File: config.mk
export PLATFORM = sky130hd
export DESIGN_NAME = taxi_eth_phy_10g_rx_frame_sync
export DESIGN_NICKNAME = d
export VERILOG_FILES = /design/src/rtl/taxi_eth_phy_10g_rx_frame_sync.sv
export SDC_FILE = /design/constraint.sdc
export NUM_CORES = 1
export LEC_CHECK = 0
export CORE_MARGIN = 10
export CORE_UTILIZATION = 40
export DETAILED_ROUTE_END_ITERATION = 8
export SLEW_MARGIN = 30
export SYNTH_ARGS = -nofsm -noshare
export SYNTH_HDL_FRONTEND = slang
export SYNTH_SLANG_ARGS = --single-unit
export TNS_END_PERCENT = 10
File: constraint.sdc
create_clock -name clk -period 2.9 [get_ports clk]
set_input_delay 0.725 -clock clk [delete_from_list [all_inputs] [get_ports clk]]
set_output_delay 0.725 -clock clk [all_outputs]
set_load 0.005 [all_outputs]
File: src/rtl/taxi_eth_phy_10g_rx_frame_sync.sv
`default_nettype none
// ============================================================================
// Module      : taxi_eth_phy_10g_rx_frame_sync
// Description : 10GBASE-R receive block-lock acquisition and BER monitor.
//               Issues bitslip pulses until 64 consecutive sync headers are
//               valid, then watches the header error rate for loss of lock
//               and high BER, and keeps a saturating bad-header count.
// Revision    : 1.0 - initial release
// ============================================================================
module taxi_eth_phy_10g_rx_frame_sync #(
    parameter int HDR_W        = 2,      // only 2 is supported
    parameter int BITSLIP_WAIT = 8,
    parameter int COUNT_125US  = 19531
) (
    input  logic             clk,
    input  logic             rst,
    input  logic [HDR_W-1:0] serdes_rx_hdr,
    input  logic             serdes_rx_hdr_valid,
    output logic             serdes_rx_bitslip,
    output logic             rx_block_lock,
    output logic             rx_high_ber,
    output logic             rx_status,
    output logic [15:0]      rx_bad_hdr_cnt
);

    // Counter widths; clamp to one bit so degenerate parameters still elaborate
    localparam int SLIP_W  = (BITSLIP_WAIT > 1) ? $clog2(BITSLIP_WAIT) : 1;
    localparam int TIMER_W = (COUNT_125US  > 1) ? $clog2(COUNT_125US)  : 1;

    localparam logic [SLIP_W-1:0]  SLIP_LAST  = SLIP_W'(BITSLIP_WAIT - 1);
    localparam logic [TIMER_W-1:0] TIMER_LAST = TIMER_W'(COUNT_125US - 1);

    localparam logic [6:0] SH_LAST   = 7'd63;   // 64th header closes a window
    localparam logic [4:0] INV_LAST  = 5'd15;   // 16th invalid header drops lock
    localparam logic [4:0] BER_LIMIT = 5'd16;

    typedef enum logic [1:0] {
        ST_UNLOCKED = 2'd0,
        ST_SLIP     = 2'd1,
        ST_LOCKED   = 2'd2
    } state_t;

    state_t              state_q,      state_d;
    logic [6:0]          sh_cnt_q,     sh_cnt_d;
    logic [4:0]          sh_inv_cnt_q, sh_inv_cnt_d;
    logic [SLIP_W-1:0]   slip_cnt_q,   slip_cnt_d;
    logic                bitslip_q,    bitslip_d;
    logic                lock_q,       lock_d;
    logic [TIMER_W-1:0]  timer_q,      timer_d;
    logic [4:0]          ber_cnt_q,    ber_cnt_d;
    logic                high_ber_q,   high_ber_d;
    logic                status_q,     status_d;
    logic [15:0]         bad_cnt_q,    bad_cnt_d;

    logic                w_hdr_bad;
    logic                w_bad_evt;
    logic [4:0]          w_ber_next;

    // A sync header is invalid when both bits are equal (00 or 11)
    assign w_hdr_bad = ~^serdes_rx_hdr;
    assign w_bad_evt = serdes_rx_hdr_valid & w_hdr_bad;

    // Lock acquisition / loss state machine
    always_comb begin
        state_d      = state_q;
        sh_cnt_d     = sh_cnt_q;
        sh_inv_cnt_d = sh_inv_cnt_q;
        slip_cnt_d   = slip_cnt_q;
        bitslip_d    = 1'b0;
        lock_d       = lock_q;

        case (state_q)
            ST_UNLOCKED: begin
                lock_d = 1'b0;
                if (serdes_rx_hdr_valid) begin
                    if (w_hdr_bad) begin
                        bitslip_d  = 1'b1;
                        sh_cnt_d   = 7'd0;
                        slip_cnt_d = '0;
                        state_d    = ST_SLIP;
                    end else if (sh_cnt_q == SH_LAST) begin
                        lock_d       = 1'b1;
                        sh_cnt_d     = 7'd0;
                        sh_inv_cnt_d = 5'd0;
                        state_d      = ST_LOCKED;
                    end else begin
                        sh_cnt_d = sh_cnt_q + 7'd1;
                    end
                end
            end

            ST_SLIP: begin
                // Headers are meaningless while the SERDES realigns; wait in clk cycles
                lock_d       = 1'b0;
                sh_cnt_d     = 7'd0;
                sh_inv_cnt_d = 5'd0;
                if (slip_cnt_q == SLIP_LAST) begin
                    slip_cnt_d = '0;
                    state_d    = ST_UNLOCKED;
                end else begin
                    slip_cnt_d = slip_cnt_q + 1'b1;
                end
            end

            ST_LOCKED: begin
                lock_d = 1'b1;
                if (serdes_rx_hdr_valid) begin
                    // Loss of lock is checked first so it wins over the window end
                    if (w_hdr_bad && (sh_inv_cnt_q == INV_LAST)) begin
                        lock_d       = 1'b0;
                        bitslip_d    = 1'b1;
                        sh_cnt_d     = 7'd0;
                        sh_inv_cnt_d = 5'd0;
                        slip_cnt_d   = '0;
                        state_d      = ST_SLIP;
                    end else if (sh_cnt_q == SH_LAST) begin
                        sh_cnt_d     = 7'd0;
                        sh_inv_cnt_d = 5'd0;
                    end else begin
                        sh_cnt_d = sh_cnt_q + 7'd1;
                        if (w_hdr_bad) begin
                            sh_inv_cnt_d = sh_inv_cnt_q + 5'd1;
                        end
                    end
                end
            end

            default: begin
                lock_d       = 1'b0;
                sh_cnt_d     = 7'd0;
                sh_inv_cnt_d = 5'd0;
                slip_cnt_d   = '0;
                state_d      = ST_UNLOCKED;
            end
        endcase
    end

    // BER monitor: error count per 125 us window, only while lock is held
    always_comb begin
        timer_d    = timer_q;
        ber_cnt_d  = ber_cnt_q;
        high_ber_d = high_ber_q;
        w_ber_next = ber_cnt_q;

        if (!(lock_q && lock_d)) begin
            timer_d    = '0;
            ber_cnt_d  = 5'd0;
            high_ber_d = 1'b0;
        end else begin
            if (w_bad_evt && (ber_cnt_q != BER_LIMIT)) begin
                w_ber_next = ber_cnt_q + 5'd1;
            end
            if (w_ber_next == BER_LIMIT) begin
                high_ber_d = 1'b1;
            end
            if (timer_q == TIMER_LAST) begin
                // Window end: clear only if this window stayed below the limit
                timer_d   = '0;
                ber_cnt_d = 5'd0;
                if (w_ber_next != BER_LIMIT) begin
                    high_ber_d = 1'b0;
                end
            end else begin
                timer_d   = timer_q + 1'b1;
                ber_cnt_d = w_ber_next;
            end
        end
    end

    // Saturating invalid-header counter, cleared only by reset
    always_comb begin
        bad_cnt_d = bad_cnt_q;
        if ((state_q == ST_LOCKED) && w_bad_evt && (bad_cnt_q != 16'hFFFF)) begin
            bad_cnt_d = bad_cnt_q + 16'd1;
        end
    end

    // Registered status so it is aligned with lock and high-BER outputs
    always_comb begin
        status_d = lock_d & ~high_ber_d;
    end

    // State and counter registers with asynchronous reset
    always_ff @(posedge clk or posedge rst) begin
        if (rst) begin
            state_q      <= ST_UNLOCKED;
            sh_cnt_q     <= 7'd0;
            sh_inv_cnt_q <= 5'd0;
            slip_cnt_q   <= '0;
            bitslip_q    <= 1'b0;
            lock_q       <= 1'b0;
            timer_q      <= '0;
            ber_cnt_q    <= 5'd0;
            high_ber_q   <= 1'b0;
            status_q     <= 1'b0;
            bad_cnt_q    <= 16'd0;
        end else begin
            state_q      <= state_d;
            sh_cnt_q     <= sh_cnt_d;
            sh_inv_cnt_q <= sh_inv_cnt_d;
            slip_cnt_q   <= slip_cnt_d;
            bitslip_q    <= bitslip_d;
            lock_q       <= lock_d;
            timer_q      <= timer_d;
            ber_cnt_q    <= ber_cnt_d;
            high_ber_q   <= high_ber_d;
            status_q     <= status_d;
            bad_cnt_q    <= bad_cnt_d;
        end
    end

    assign serdes_rx_bitslip = bitslip_q;
    assign rx_block_lock     = lock_q;
    assign rx_high_ber       = high_ber_q;
    assign rx_status         = status_q;
    assign rx_bad_hdr_cnt    = bad_cnt_q;

endmodule
`default_nettype wire

==> impl_metrics.tcl <==
set metrics [dict create \
    detailroute.via_count 2131 \
    clk_transition_reported_paths_ns 0.07 \
    std_cell_rows 31 \
    placement.setup.worst_slack_ns 0.2537 \
    p_leak_nw 1.539 \
    endpoint_kind "flip-flop" \
    die-area_um2 11150 \
    drtAntennaViolNets 0 \
    asyncSetResetFlopFracSynth_pct 100.0 \
    avgViaCountPerCell 5.050 \
    cts_num_sinks 57 \
    synth_top_area_share_pct 48.66 \
    synthesis.instances 284 \
    hold_path.class "flip-flop to flip-flop" \
    grt_pass1_wl_um 10350 \
    initial_utilization_pct 40.85 \
    layout_common_cells "sky130_fd_sc_hd__dfrtp_1 (57), sky130_fd_sc_hd__nor2_1 (31), sky130_fd_sc_hd__clkdlybuf4s50_1 (24), sky130_fd_sc_hd__nand2_1 (23), sky130_fd_sc_hd__xor2_1 (19)" \
    io-pin-count 25 \
    postSynthRegisterBits 57 \
    layout.nets 333 \
    critical_path.startpoint_type "primary input" \
    post_cts.repair.setup_buffers 0 \
    post_synth_edffs 0 \
    synth_fp_nets 299 \
    dieHeight_um 105.6 \
    synth.yosys.seq_area_share_pct 48.66 \
    ys_warn_count 0 \
    worstSkewPairLatency_ns 0.33 \
    worst_slack_ns 0.6130 \
    clock_tree.htree_level_count 3 \
    clock.fmax_mhz 437.3 \
    max_cap_violations 0 \
    place_hpwl_um 4342 \
    layout-area-overhead-vs-synth_pct 19.50 \
    cts-root-buf "sky130_fd_sc_hd__clkbuf_8" \
    setup_viol 0 \
    timing.final.hold_violations 0 \
    post_route_cells_drive_above_1_share_pct 9.288 \
    gp_routability_congestion 0.8147 \
    final-instance-count-excl-fill 422 \
    report.power.total_mw 1.787 \
    power_switching_uw 450.3 \
    tritoncts "yes" \
    post_synthesis_instance_area_um2 2932 \
    worst-endpoint-arrival_ns 2.50 \
    grt_start_max_net_pins 35 \
    dp.cells 406 \
    reg2reg_setup_slack_ns 0.80 \
    path_class "primary input to flip-flop" \
    grt_util_all_layers_pct 11.34 \
    antenna_diode_count 0 \
    avgSynthCellArea_um2 10.32 \
    synth_top_cells_by_area "sky130_fd_sc_hd__dfrtp_1 (49%), sky130_fd_sc_hd__xor2_1 (5.7%), sky130_fd_sc_hd__xnor2_1 (4.8%), sky130_fd_sc_hd__ha_1 (4.3%), sky130_fd_sc_hd__nor2_1 (4.0%)" \
    drt-wirelength-per-cell_um 14.11 \
    synth_area_leader_cell "sky130_fd_sc_hd__dfrtp_1" \
    fin_setup_tns_ns 0 \
    cts_hold_buffers 0 \
    grt_antenna_before_repair 0 \
    swShare_pct 25.19 \
    post-route-drc-count 0 \
    clock_power_share_pct 40.4 \
    cts_repair_resize_count 0 \
    critical_path_peak_fanout 4 \
    die_x_extent_um 105.6 \
    layout_min_cycle_time_ns 2.287 \
    met2_usage_pct 17.60 \
    internal_power_summed_over_all_cells_mw 1.337 \
    postSynth.topFlopCell "sky130_fd_sc_hd__dfrtp_1" \
    combPwrFrac_pct 10.0 \
    ys_types 53 \
    worst_ep_required_time_ns 3.12 \
    timing_worst_slew_pin_value_ns 0.5153 \
    unrepaired_setup_endpoints_after_global_routing "false" \
    global_route.overflow_total 0 \
    detailedRoute.firstIterationViolations 52 \
    core-area_um2 7176 \
    via_count_of_the_first_global_routing_pass 2177 \
    detailedRoute.firstPassIterationCount 4 \
    globalRoute.busiestLayer "met2" \
    max-slew-margin-rel_pct 65.59 \
    powerDensity_nw_per_um2 510.1 \
    cts-buffers-inserted 9 \
    postLayoutCoreUtil_pct 48.82 \
    vdd.ir_drop.worst_mv 0.3157 \
    postRouteWirelength_um 5956 \
    clock_path_buffers 2 \
    worst_clock_skew_ns 0.008304 \
    met3_usage_pct 4.507 \
    timing_max_transition_violations_final 0 \
    met1_usage_pct 13.78 \
    outcome "finished, final reports clean" \
    placement.io_buffers 24 \
    period_share_pct 78.86 \
    layout.cells.most_common "sky130_fd_sc_hd__dfrtp_1" \
    share_seq_of_total_power_pct 49.6 \
]
-- worst max-delay path, cell delays in order --
cell and delay [ns]:
sky130_fd_sc_hd__clkdlybuf4s50_1 0.45, sky130_fd_sc_hd__xor2_1 0.20, sky130_fd_sc_hd__or3_4 0.42, sky130_fd_sc_hd__nor4_2 0.41
sky130_fd_sc_hd__nand3_1 0.15, sky130_fd_sc_hd__xnor2_1 0.15
-- worst paths after layout --
path,end,from,depth (start not counted)
max in group asynchronous,serdes_rx_bitslip,rst,3
worst min register to register,sh_cnt_q[5],sh_cnt_q[5],1
worst max-delay path,rx_bad_hdr_cnt[15],serdes_rx_hdr[1],6
worst min-delay path,sh_cnt_q[5],sh_cnt_q[5],1
min in group asynchronous,timer_q[1],rst,2
worst max register to register,sh_inv_cnt_q[3],sh_inv_cnt_q[0],7
-- stage by stage --
step | instance area (µm²) | hold slack, ns
3_3_place_gp | 3314 | 0.4710
6_report | 3503 | 0.4905
2_1_floorplan | 2932 | 0.4521
5_1_grt | 3503 | 0.5291
4_1_cts | 3503 | 0.4955
3_5_place_dp | 3314 | 0.4835
-- registers in the layout, summed over array words and instances (netlist names) --
signal             flops
rx_bad_hdr_cnt        16
timer_q               15
sh_cnt_q               7
ber_cnt_q              5
sh_inv_cnt_q           5
slip_cnt_q             3
state_q                2
rx_block_lock          1
rx_high_ber            1
rx_status              1
serdes_rx_bitslip      1
-- power by group through the flow --
stage	Clock (mW)	Combinational, mW	Sequential [mW]
final	0.721	0.179	0.886
after global routing	0.779	0.213	0.893
after CTS	0.747	0.187	0.886
after detailed placement	0	0.187	0.900
after global placement	0	0.179	0.899
after floorplan	0	0.155	0.871
-- cells in the mapped netlist, types with 3 or more instances --
library cell and number:
sky130_fd_sc_hd__nor3_1 3, sky130_fd_sc_hd__nand2b_1 3, sky130_fd_sc_hd__xnor2_1 16, sky130_fd_sc_hd__nand2_1 23, sky130_fd_sc_hd__mux2i_1 4, sky130_fd_sc_hd__xor2_1 19
sky130_fd_sc_hd__dfrtp_1 57, sky130_fd_sc_hd__inv_1 12, sky130_fd_sc_hd__o21ai_0 7, sky130_fd_sc_hd__a21oi_1 5, sky130_fd_sc_hd__nor2_1 31, sky130_fd_sc_hd__nand3_1 15
sky130_fd_sc_hd__clkbuf_1 4, sky130_fd_sc_hd__nand3b_1 3, sky130_fd_sc_hd__and4_1 7, sky130_fd_sc_hd__and3_1 11, sky130_fd_sc_hd__mux2_2 3, sky130_fd_sc_hd__nand4_1 8
sky130_fd_sc_hd__ha_1 10
-- cell type report --
cell class	instances	area, µm²
tap	99	123.9
timing repair buffer	29	290.3
clock inverter	3	40.04
multi-input combinational	208	1425
clock buffer	13	148.9
inverter	13	48.80
fill	676	3672
sequential	57	1426
-- per-layer routing --
layer / part of all wire, % / vias up
met5: 0 / -
met4: 1.5 / 0
met3: 4.9 / 8
met2: 45 / 24
met1: 49 / 1027
li1: - / 1072
-- cell families (layout without fill, tap and decap cells) --
group | after synthesis | in the layout | share of synthesized area (%)
AO/OA/AOI/OAI | 34 | 34 | 8.366
XOR/XNOR | 35 | 35 | 10.46
adder cells (fa/ha/maj) | 10 | 10 | 4.268
buffers and inverters | 19 | 58 | 2.731
flip-flops | 57 | 57 | 48.66
multiplexers | 7 | 7 | 2.518
AND/OR/NAND/NOR | 122 | 122 | 23.00
No activity file was read; power rests on OpenSTA's default activity.
